==> src/rtl/ad7606_pkg.sv <==
// Shared types and constants for the AD7606 conversion sequencer.
// Latency: n/a (types and constants only).
// Backpressure: n/a.
// Contents: 3-bit FSM state encoding, OS[2:0] oversampling codes, a small max helper.
package ad7606_pkg;

    typedef enum logic [2:0] {
        ST_RST_ADC  = 3'd0,
        ST_IDLE     = 3'd1,
        ST_CONV     = 3'd2,
        ST_WAIT_BH  = 3'd3,
        ST_WAIT_BL  = 3'd4,
        ST_START_RD = 3'd5,
        ST_WAIT_RD  = 3'd6
    } state_t;

    // OS[2:0] oversampling ratio codes as the AD7606 decodes them
    localparam logic [2:0] OS_NONE = 3'd0;
    localparam logic [2:0] OS_2    = 3'd1;
    localparam logic [2:0] OS_4    = 3'd2;
    localparam logic [2:0] OS_8    = 3'd3;
    localparam logic [2:0] OS_16   = 3'd4;
    localparam logic [2:0] OS_32   = 3'd5;
    localparam logic [2:0] OS_64   = 3'd6;

    function automatic int max2(input int a, input int b);
        return (a > b) ? a : b;
    endfunction

endpackage

==> src/rtl/ad7606_sync_2ff.sv <==
// Two-flop synchroniser bringing the asynchronous AD7606 BUSY into sys_clk_i.
// Latency: 2 sys_clk_i cycles from din change to dout.
// Backpressure: none, free-running.
// Ports: sys_clk_i clock, rst_i async active-high reset (clears to 0), din async input, dout synced output.
module ad7606_sync_2ff (
    input  logic sys_clk_i,
    input  logic rst_i,
    input  logic din,
    output logic dout
);

    logic meta;

    always_ff @(posedge sys_clk_i or posedge rst_i) begin
        if (rst_i) begin
            meta <= 1'b0;
            dout <= 1'b0;
        end else begin
            meta <= din;
            dout <= meta;
        end
    end

endmodule

==> src/rtl/ad7606_conv_ctrl.sv <==
// Conversion sequencer for one AD7606 in parallel mode: power-up RESET, CONVST, BUSY tracking, read hand-off.
// Latency: request in cycle T drives convst_o low in T+1..T+CONVST_LOW; conv_done_o one cycle after read_done_i.
// Backpressure: requests arriving while a conversion is in flight are dropped and counted in overrun_cnt_o.
// Ports: enable_i/trig_i request conversions, soft_rst_i re-runs ADC reset, os_i/range_i latched in IDLE,
//        busy_i/read_done_i from ADC and read engine; ADC pins ad_reset_o/convst_o/os_o/range_o;
//        spi_start_o/conv_done_o/busy_o handshake; timeout_err_o/overrun_cnt_o status (cleared by clr_i).
module ad7606_conv_ctrl
    import ad7606_pkg::*;
#(
    parameter int SAMPLE_DIV = 5000,
    parameter int RST_CYCLES = 10,
    parameter int CONVST_LOW = 4,
    parameter int BUSY_TO    = 20000,
    parameter int RD_TO      = 64
) (
    input  logic        sys_clk_i,
    input  logic        rst_i,
    input  logic        enable_i,
    input  logic        trig_i,
    input  logic        soft_rst_i,
    input  logic [2:0]  os_i,
    input  logic        range_i,
    input  logic        clr_i,
    input  logic        busy_i,
    input  logic        read_done_i,
    output logic        ad_reset_o,
    output logic        convst_o,
    output logic [2:0]  os_o,
    output logic        range_o,
    output logic        spi_start_o,
    output logic        conv_done_o,
    output logic        busy_o,
    output logic        timeout_err_o,
    output logic [15:0] overrun_cnt_o
);

    localparam int TMR_W  = $clog2(SAMPLE_DIV) + 1;
    localparam int PH_MAX = max2(max2(RST_CYCLES, CONVST_LOW), max2(BUSY_TO, RD_TO));
    localparam int PH_W   = $clog2(PH_MAX) + 1;

    state_t             state;
    logic [TMR_W-1:0]   timer;
    logic [PH_W-1:0]    ph;
    logic               busy_s;
    logic               tick;
    logic               req;
    logic               drop;
    logic               bh_to;
    logic               bl_to;
    logic               rd_to;
    logic               tmo;

    ad7606_sync_2ff u_busy_sync (
        .sys_clk_i (sys_clk_i),
        .rst_i     (rst_i),
        .din       (busy_i),
        .dout      (busy_s)
    );

    assign tick = enable_i && (timer == TMR_W'(SAMPLE_DIV - 1));
    assign req  = tick || trig_i;
    assign drop = req && (state != ST_IDLE);

    // A phase times out on its last allowed cycle unless the awaited event arrives in that same cycle.
    assign bh_to = (state == ST_WAIT_BH) && !busy_s      && (ph == PH_W'(BUSY_TO - 1));
    assign bl_to = (state == ST_WAIT_BL) &&  busy_s      && (ph == PH_W'(BUSY_TO - 1));
    assign rd_to = (state == ST_WAIT_RD) && !read_done_i && (ph == PH_W'(RD_TO - 1));
    assign tmo   = bh_to || bl_to || rd_to;

    // Sample-rate timer, parked at zero while auto conversions are disabled.
    always_ff @(posedge sys_clk_i or posedge rst_i) begin
        if (rst_i) begin
            timer <= '0;
        end else if (!enable_i || tick) begin
            timer <= '0;
        end else begin
            timer <= timer + 1'b1;
        end
    end

    always_ff @(posedge sys_clk_i or posedge rst_i) begin
        if (rst_i) begin
            state       <= ST_RST_ADC;
            ph          <= '0;
            ad_reset_o  <= 1'b1;
            convst_o    <= 1'b1;
            os_o        <= '0;
            range_o     <= 1'b0;
            spi_start_o <= 1'b0;
            conv_done_o <= 1'b0;
            busy_o      <= 1'b1;
        end else begin
            spi_start_o <= 1'b0;
            conv_done_o <= 1'b0;
            if (soft_rst_i || tmo) begin
                // Either path fully re-resets the ADC; CONVST parked high, no read started.
                state      <= ST_RST_ADC;
                ph         <= '0;
                ad_reset_o <= 1'b1;
                convst_o   <= 1'b1;
                busy_o     <= 1'b1;
            end else begin
                case (state)
                    ST_RST_ADC: begin
                        // ph 0..RST_CYCLES-1 with RESET high, then one low cycle before IDLE.
                        if (ph == PH_W'(RST_CYCLES)) begin
                            state  <= ST_IDLE;
                            ph     <= '0;
                            busy_o <= 1'b0;
                        end else begin
                            if (ph == PH_W'(RST_CYCLES - 1)) begin
                                ad_reset_o <= 1'b0;
                            end
                            ph <= ph + 1'b1;
                        end
                    end
                    ST_IDLE: begin
                        os_o    <= os_i;
                        range_o <= range_i;
                        if (req) begin
                            state    <= ST_CONV;
                            ph       <= '0;
                            convst_o <= 1'b0;
                            busy_o   <= 1'b1;
                        end
                    end
                    ST_CONV: begin
                        if (ph == PH_W'(CONVST_LOW - 1)) begin
                            state    <= ST_WAIT_BH;
                            ph       <= '0;
                            convst_o <= 1'b1;
                        end else begin
                            ph <= ph + 1'b1;
                        end
                    end
                    ST_WAIT_BH: begin
                        if (busy_s) begin
                            state <= ST_WAIT_BL;
                            ph    <= '0;
                        end else begin
                            ph <= ph + 1'b1;
                        end
                    end
                    ST_WAIT_BL: begin
                        if (!busy_s) begin
                            state       <= ST_START_RD;
                            ph          <= '0;
                            spi_start_o <= 1'b1;
                        end else begin
                            ph <= ph + 1'b1;
                        end
                    end
                    ST_START_RD: begin
                        state <= ST_WAIT_RD;
                        ph    <= '0;
                    end
                    ST_WAIT_RD: begin
                        if (read_done_i) begin
                            state       <= ST_IDLE;
                            ph          <= '0;
                            conv_done_o <= 1'b1;
                            busy_o      <= 1'b0;
                        end else begin
                            ph <= ph + 1'b1;
                        end
                    end
                    default: begin
                        state      <= ST_RST_ADC;
                        ph         <= '0;
                        ad_reset_o <= 1'b1;
                        convst_o   <= 1'b1;
                        busy_o     <= 1'b1;
                    end
                endcase
            end
        end
    end

    // Host status; a clear in the same cycle as a new event takes priority.
    always_ff @(posedge sys_clk_i or posedge rst_i) begin
        if (rst_i) begin
            timeout_err_o <= 1'b0;
            overrun_cnt_o <= '0;
        end else if (clr_i) begin
            timeout_err_o <= 1'b0;
            overrun_cnt_o <= '0;
        end else begin
            if (tmo) begin
                timeout_err_o <= 1'b1;
            end
            if (drop && (overrun_cnt_o != 16'hFFFF)) begin
                overrun_cnt_o <= overrun_cnt_o + 16'd1;
            end
        end
    end

endmodule

==> config.mk <==
export PLATFORM = sky130hd
export DESIGN_NAME = ad7606_conv_ctrl
export DESIGN_NICKNAME = d
export VERILOG_FILES = /design/src/rtl/ad7606_pkg.sv /design/src/rtl/ad7606_sync_2ff.sv /design/src/rtl/ad7606_conv_ctrl.sv
export SDC_FILE = /design/constraint.sdc
export NUM_CORES = 1
export LEC_CHECK = 0
export ABC_AREA = 1
export BUFFER_PORTS_ARGS = -buffer_cell sky130_fd_sc_hd__buf_2
export CAP_MARGIN = 10
export CORE_ASPECT_RATIO = 1.2
export CORE_MARGIN = 3
export CORE_UTILIZATION = 55
export CTS_CLUSTER_SIZE = 8
export DETAILED_ROUTE_END_ITERATION = 10
export MAX_ROUTING_LAYER = met4
export PLACE_DENSITY_LB_ADDON = 0.08
export RECOVER_POWER = 25
export SYNTH_ARGS = -nofsm -noshare
export SYNTH_HDL_FRONTEND = slang
export SYNTH_SLANG_ARGS = --single-unit
==> constraint.sdc <==
create_clock -name sys_clk_i -period 2.27 [get_ports sys_clk_i]
set_clock_uncertainty 0.1 [all_clocks]
set_input_delay 0.3405 -clock sys_clk_i [delete_from_list [all_inputs] [get_ports sys_clk_i]]
set_output_delay 0.3405 -clock sys_clk_i [all_outputs]
set_load 0.005 [all_outputs]
After elaboration in Yosys (flattened, before gate mapping)
Index checks and enable logic that the tools add are counted.
{"block": "totals", "ff_bits": 61, "inputBits": 12, "out_inout_bits": 26}
{"block": "op_classes", "n_addsub": 3, "bitwise_logic": 1, "n_eq_ne": 25, "reduce_logical": 28, "muxes": 40}
{"op": "2-to-1 mux 16 bit", "n": 9}
{"op": "case mux 16 bit (6 select lines)", "n": 1}
{"op": "adder 16 x 1 -> 16 bit (second input constant)", "n": 2}
{"op": "equality test 16 x 4 -> 1 bit (second input constant)", "n": 2}
{"op": "2-to-1 mux 3 bit", "n": 7}
{"op": "case mux 3 bit (7 select lines)", "n": 1}
{"op": "2-to-1 mux 1 bit", "n": 18}
{"op": "inequality test 3 bit (second input constant)", "n": 6}
{"op": "equality test 16 x 15 -> 1 bit (second input constant)", "n": 1}
{"op": "equality test 16 x 2 -> 1 bit (second input constant)", "n": 1}
{"op": "equality test 16 x 6 -> 1 bit (second input constant)", "n": 1}
{"op": "inequality test 16 bit (second input constant)", "n": 1}
{"op": "adder 14 x 1 -> 14 bit (second input constant)", "n": 1}
{"op": "equality test 14 x 13 -> 1 bit (second input constant)", "n": 1}
{"op": "2-to-1 mux 14 bit", "n": 1}
{"op": "equality test 3 bit (second input constant)", "n": 3}
{"op": "logical AND 1 bit", "n": 9}
{"op": "equality test 3 x 2 -> 1 bit (second input constant)", "n": 2}
{"op": "inequality test 2 x 1 -> 1 bit (second input constant)", "n": 3}
{"op": "inequality test 3 x 1 -> 1 bit (second input constant)", "n": 2}
{"op": "AND reduction 3 bit", "n": 2}
{"op": "AND reduction 6 bit", "n": 1}
{"op": "OR reduction 6 bit", "n": 1}
{"op": "logical OR 1 bit", "n": 5}
{"op": "13 further kinds", "n": 16}

Depth between registers and ports, before layout
{"block": "depth", "word_depth": 8, "depth_mapped": 14, "ltp_nobuf": 12}

Cells and area by module
Synthesis repeated with hierarchy kept, for this count alone.
{"block": "unflattened", "cells_unflattened": 537, "hier_area_um2": 3844.9}
{"module": "ad7606_conv_ctrl", "area_each_um2": 3791.1, "cells_per_inst": 534, "n_inst": 1}
{"module": "ad7606_sync_2ff", "area_each_um2": 53.8, "cells_per_inst": 3, "n_inst": 1}

Worst setup path before layout
No wires, ideal clock.
{"block": "synth_timing", "path_type": "reg2reg", "from": "reg ph[0]", "to": "reg ph[12]", "path_buffers": 1, "required_time_ns": 2.051, "period_less_slack_ns": 1.838, "path_stages_with_launch": 11, "slack_ns": 0.432, "arrival_ns": 1.619, "path_cell_list": "dfrtp_1 ha_1 nand3_1 nor2_1 nand3_2 nand2_4 nor2_8 nand3_4 buf_4 a21oi_1 nor2_1"}
{"block": "synth_between", "elab_chain_len": 6, "word_cells_on_any_way": 19, "cone_classes": "1 x add/sub; 5 x eq/ne; 7 x mux; 6 x reduce/logical"}
{"item": "from (decl)", "line_no": "ad7606_conv_ctrl.sv:43", "source": "logic [PH_W-1:0] ph;"}
{"item": "from (signal assigned)", "line_no": "ad7606_conv_ctrl.sv:114", "source": "ph <= ph + 1'b1;"}
{"item": "from (signal assigned)", "line_no": "ad7606_conv_ctrl.sv:133", "source": "ph <= ph + 1'b1;"}
{"item": "from (signal assigned)", "line_no": "ad7606_conv_ctrl.sv:141", "source": "ph <= ph + 1'b1;"}
{"item": "parallel branches: the longest is 6 deep, another holds adder 16 x 1 -> 16 bit"}
Several ways; the timed one is not identified.
A chain may end at the register's enable or synchronous reset.

Worst setup path in the final report
{"block": "layout_timing", "from": "reg ph[1]", "to": "reg os_o[1]"}
{"block": "layout_between", "elab_chain_len": 7, "word_cells_on_any_way": 10, "cone_classes": "2 x eq/ne; 1 x bitwise; 7 x reduce/logical"}
{"item": "equality test 16 x 15 -> 1 bit", "line_no": "ad7606_conv_ctrl.sv:65, ad7606_conv_ctrl.sv:66"}
{"item": "logical AND 1 bit (on tied branches)", "line_no": "ad7606_conv_ctrl.sv:65, ad7606_conv_ctrl.sv:66"}
{"item": "logical OR 1 bit", "line_no": "ad7606_conv_ctrl.sv:68", "source": "assign tmo = bh_to || bl_to || rd_to;"}
{"item": "logical OR 1 bit (*)", "line_no": "ad7606_conv_ctrl.sv:68"}
{"item": "logical OR 1 bit (*)", "line_no": "ad7606_conv_ctrl.sv:95", "source": "if (soft_rst_i || tmo) begin"}
{"item": "inverter 1 bit (no line) (*)"}
{"item": "AND reduction 2 bit (no line) (*)"}
{"item": "to (signal assigned)", "line_no": "ad7606_conv_ctrl.sv:118", "source": "os_o <= os_i;"}
{"item": "to (decl)", "line_no": "ad7606_conv_ctrl.sv:28", "source": "output logic [2:0] os_o,"}
Mark *: on every way between the ends. The rest lies on a longest branch, timed or not.

==> implementation parameters <==
Parameter                              Value

Route
  Vias ... 3782
  Iteration count of the initial detailed-routing pass ... 5
  Total detailed-routing wirelength ... approximately 9500 microns
  # DRC ... 0
  Initial drt markers ... about 200
  Final routed wire length divided by cell count ... roughly 14 microns
  Vias/cell ... roughly 5.4
  Detail Route Antenna Nets ... 0

Clock network
  Clock net sink count ... 61
  Largest buffer count on any clock path ... 2
  TritonCTS Buffers ... 9
  Clock root buffer ... clkbuf_8
  H-tree Lvls ... 3
  Clock latency reported for the late side of the worst-skew pair ... approximately 0.34 ns
  TritonCTS clock tree ... done
  Resized Gates After CTS ... 0
  Clock Pin Slew Worst Setup and Hold Paths ... ~0.070 ns

Place
  Placement Cell Area ... 4210 sq um
  Number of port buffers ... 37
  Final HPWL from detailed placement ... 7050 microns
  Instance count after placement with tap cells included ... 677
  GP Congestion ... just under 0.9

GRT
  Total GRT Usage ... 0.249
  Initial antenna violation count ... 0
  Global-route wire length before repair ... 16100 microns
  Vias in the first global route ... between 3000 and 4000
  Grt total ovfl ... 0
  Maximum number of pins on one net before global-route repair ... 25

Setup path
  Startpoint class of the critical path ... flip-flop
  Category of the critical setup timing path ... reg2reg
  Data required time at the worst endpoint ... 2.41 ns
  Length in cells of the worst reg-to-reg path ... 9
  Worst path arrival time ... 2.18 ns
  CP Capture Type ... flip-flop
  Highest fanout seen on the critical path ... 5

Floorplanning
  Area enclosed by the die boundary ... 8140 sq um
  Effective utilization at floorplan ... 0.569
  Die width ... 82.9 microns
  Number of cell rows ... 33
  Chip height ... 98.2 microns
  IO Count ... 38
  Core region area ... just under 7000 sq um

Synth
  Synthesized Nets ... 571
  Synthesis Warnings ... 0
  Proportion of synthesized chip area in sequential cells ... 0.392
  Summed instance area of the synthesized netlist ... just under 4000 sq um
  Synth Instances ... 554
  Count of unique library cells instantiated by Yosys ... 39
  Flip-flop and latch count after synthesis ... 61
  Average footprint of a synthesized cell ... 7.04 sq um

Finish
  Commonest non-fill, non-tap cell in the layout ... nand2_1
  Count of placed standard cells in the final layout, fillers left out ... 698
  Fraction of final layout cells sized beyond drive strength 1 ... 0.144
  Number of diodes added for antenna fixing ... 0
  Commonest cells after routing, fill and taps aside ... 151 x nand2_1, 80 x nor2_1, 64 x inv_1
  Net count reported at finish ... ~620
  Post-route cell area ... around 4500 sq um
  Area growth from synthesis to layout ... 14.2%

Job
  Number of max-cap violations ... 0

Timing
  RSZ-0062 raised after global routing ... no
  Crit path time final ... 2.05 ns
  Final sum of negative setup slack ... 0 ns
  Headroom to the max-slew limit ... 0.403
  Upper clock frequency limit ... a little under 500 MHz
  Max-slew violations ... 0
  Count of final hold-check violations ... 0
  Share of the cycle needed by the critical path after routing ... 0.902
  Worst-Margin Slew ... 0.894 ns
  Setup Viol. Count Final ... 0

Power and ir drop
  Leakage Power ... between 2 and 2.5 nW
  Max VDD drop ... 0.000565 V
  Power per standard cell area ... around 770 nW/um^2

Worst hold path
  Worst hold stages ... 3
  Worst hold path type ... in2reg

Outcome
  Result of the run ... complete, no violations
-- worst max-delay path: stages, from the launching register on --
cell	delay [ns]
dfrtp_1	0.43
ha_1	0.24
nand3_1	0.13
nor2_1	0.07
nand3_2	0.10
nand3_1	0.16
nor2_1	0.35
inv_1	0.21
nand2_1	0.11
nand2_1	0.05
-- flip-flops by register name (all words and copies together), names as in the netlist --
signal	cells
spi_start_o	1
u_busy_sync.meta	1
convst_o	1
timeout_err_o	1
state	3
timer	14
os_o	3
ad_reset_o	1
range_o	1
busy_o	1
u_busy_sync.dout	1
overrun_cnt_o	16
ph	16
conv_done_o	1
-- layer usage --
metal / global-route usage / part of all wire / vias to the layer above
li1: - / - / 1906
met1: 0.292 / 0.44 / 1745
met2: 0.419 / 0.49 / 101
met3: 0.0405 / 0.035 / 30
met4: 0.112 / 0.033 / 0
met5: - / 0 / -
-- per-stage QoR --
step | util | power (mW) | setup WS (ns) | hold slack (ns)
2_1_floorplan | - | 2.08 | 0.321 | 0.231
3_3_place_gp | 0.614 | 2.36 | 0.212 | 0.239
3_5_place_dp | 0.614 | 2.38 | 0.175 | 0.269
4_1_cts | 0.648 | 3.45 | 0.158 | 0.0900
5_1_grt | 0.650 | 3.66 | 0.0293 | 0.103
6_report | 0.650 | 3.43 | 0.222 | 0.101
-- report_power, final --
| group | total (mW) | internal, mW | switching [mW] |
|---|---|---|---|
| Combinational | 1.03 | 0.343 | 0.686 |
| Sequential | 1.34 | 1.21 | 0.125 |
| Clock | 1.06 | 0.611 | 0.447 |
-- cell type report --
type | count | area (sq um)
Tap cell | 87 | 109
Inverter | 68 | 255
Clock inverter | 7 | 90.1
Timing Repair Buffer | 55 | 317
Multi-Input combinational cell | 411 | 2030
Fill cell | 632 | 2400
Clock buffer | 9 | 124
Sequential cell | 61 | 1530
-- cell families after synthesis --
| group | synth area share |
|---|---|
| xor+xnor | 0.0314 |
| compound gates | 0.0732 |
| simple gates | 0.400 |
| fa+ha+maj | 0.0160 |
| flops | 0.392 |
| buf+inv | 0.0873 |
-- cells in the mapped netlist --
library cell	instances	area [sq um]
nor3_1	12	60.1
nor2_1	80	300
nand2_2	2	12.5
inv_1	64	240
o211ai_1	8	60.1
a21o_1	1	7.51
nor2_8	1	20.0
xnor2_1	2	17.5
nor4_1	3	18.8
buf_2	8	40.0
o21ai_0	11	55.1
inv_2	2	7.51
dfrtp_1	58	1450
nand4_1	22	138
nand2_4	2	22.5
o21ai_2	3	26.3
a211oi_1	1	7.51
nor3b_1	6	45.0
buf_6	1	11.3
xor2_1	12	105
buf_4	1	7.51
clkinv_1	2	7.51
nand3_2	3	30.0
nand3b_1	1	7.51
nor2_2	3	18.8
o31ai_1	4	30.0
nor2_4	1	11.3
nand2_1	151	567
o22ai_1	1	6.26
ha_1	5	62.6
o21ai_1	5	25.0
a21oi_1	10	50.1
dfstp_2	3	78.8
o2111ai_1	1	8.76
nand3_1	58	290
clkbuf_1	3	11.3
a31o_2	1	8.76
nand3_4	1	17.5
buf_8	1	15.0
-- final timing paths --
kind                             startpoint                to  slack [ns]
min reg2reg                u_busy_sync.meta  u_busy_sync.dout        0.28
max                                   ph[1]           os_o[1]        0.22
max reg2reg                           ph[1]           os_o[1]        0.22
min in group asynchronous             rst_i  overrun_cnt_o[0]        0.64
max in group asynchronous             rst_i          state[2]        0.30
min                                 os_i[0]           os_o[0]        0.10
-- what timing repair did --
| item | 4_1_cts | 5_1_grt |
|---|---|---|
| setup endpoints to repair | 0 | 4 |
| buffers inserted | 0 | 3 |
| hold endpoints to repair | 22 | 0 |
| hold buffers | 2 | 0 |
Power figures use the tool's default switching activity.
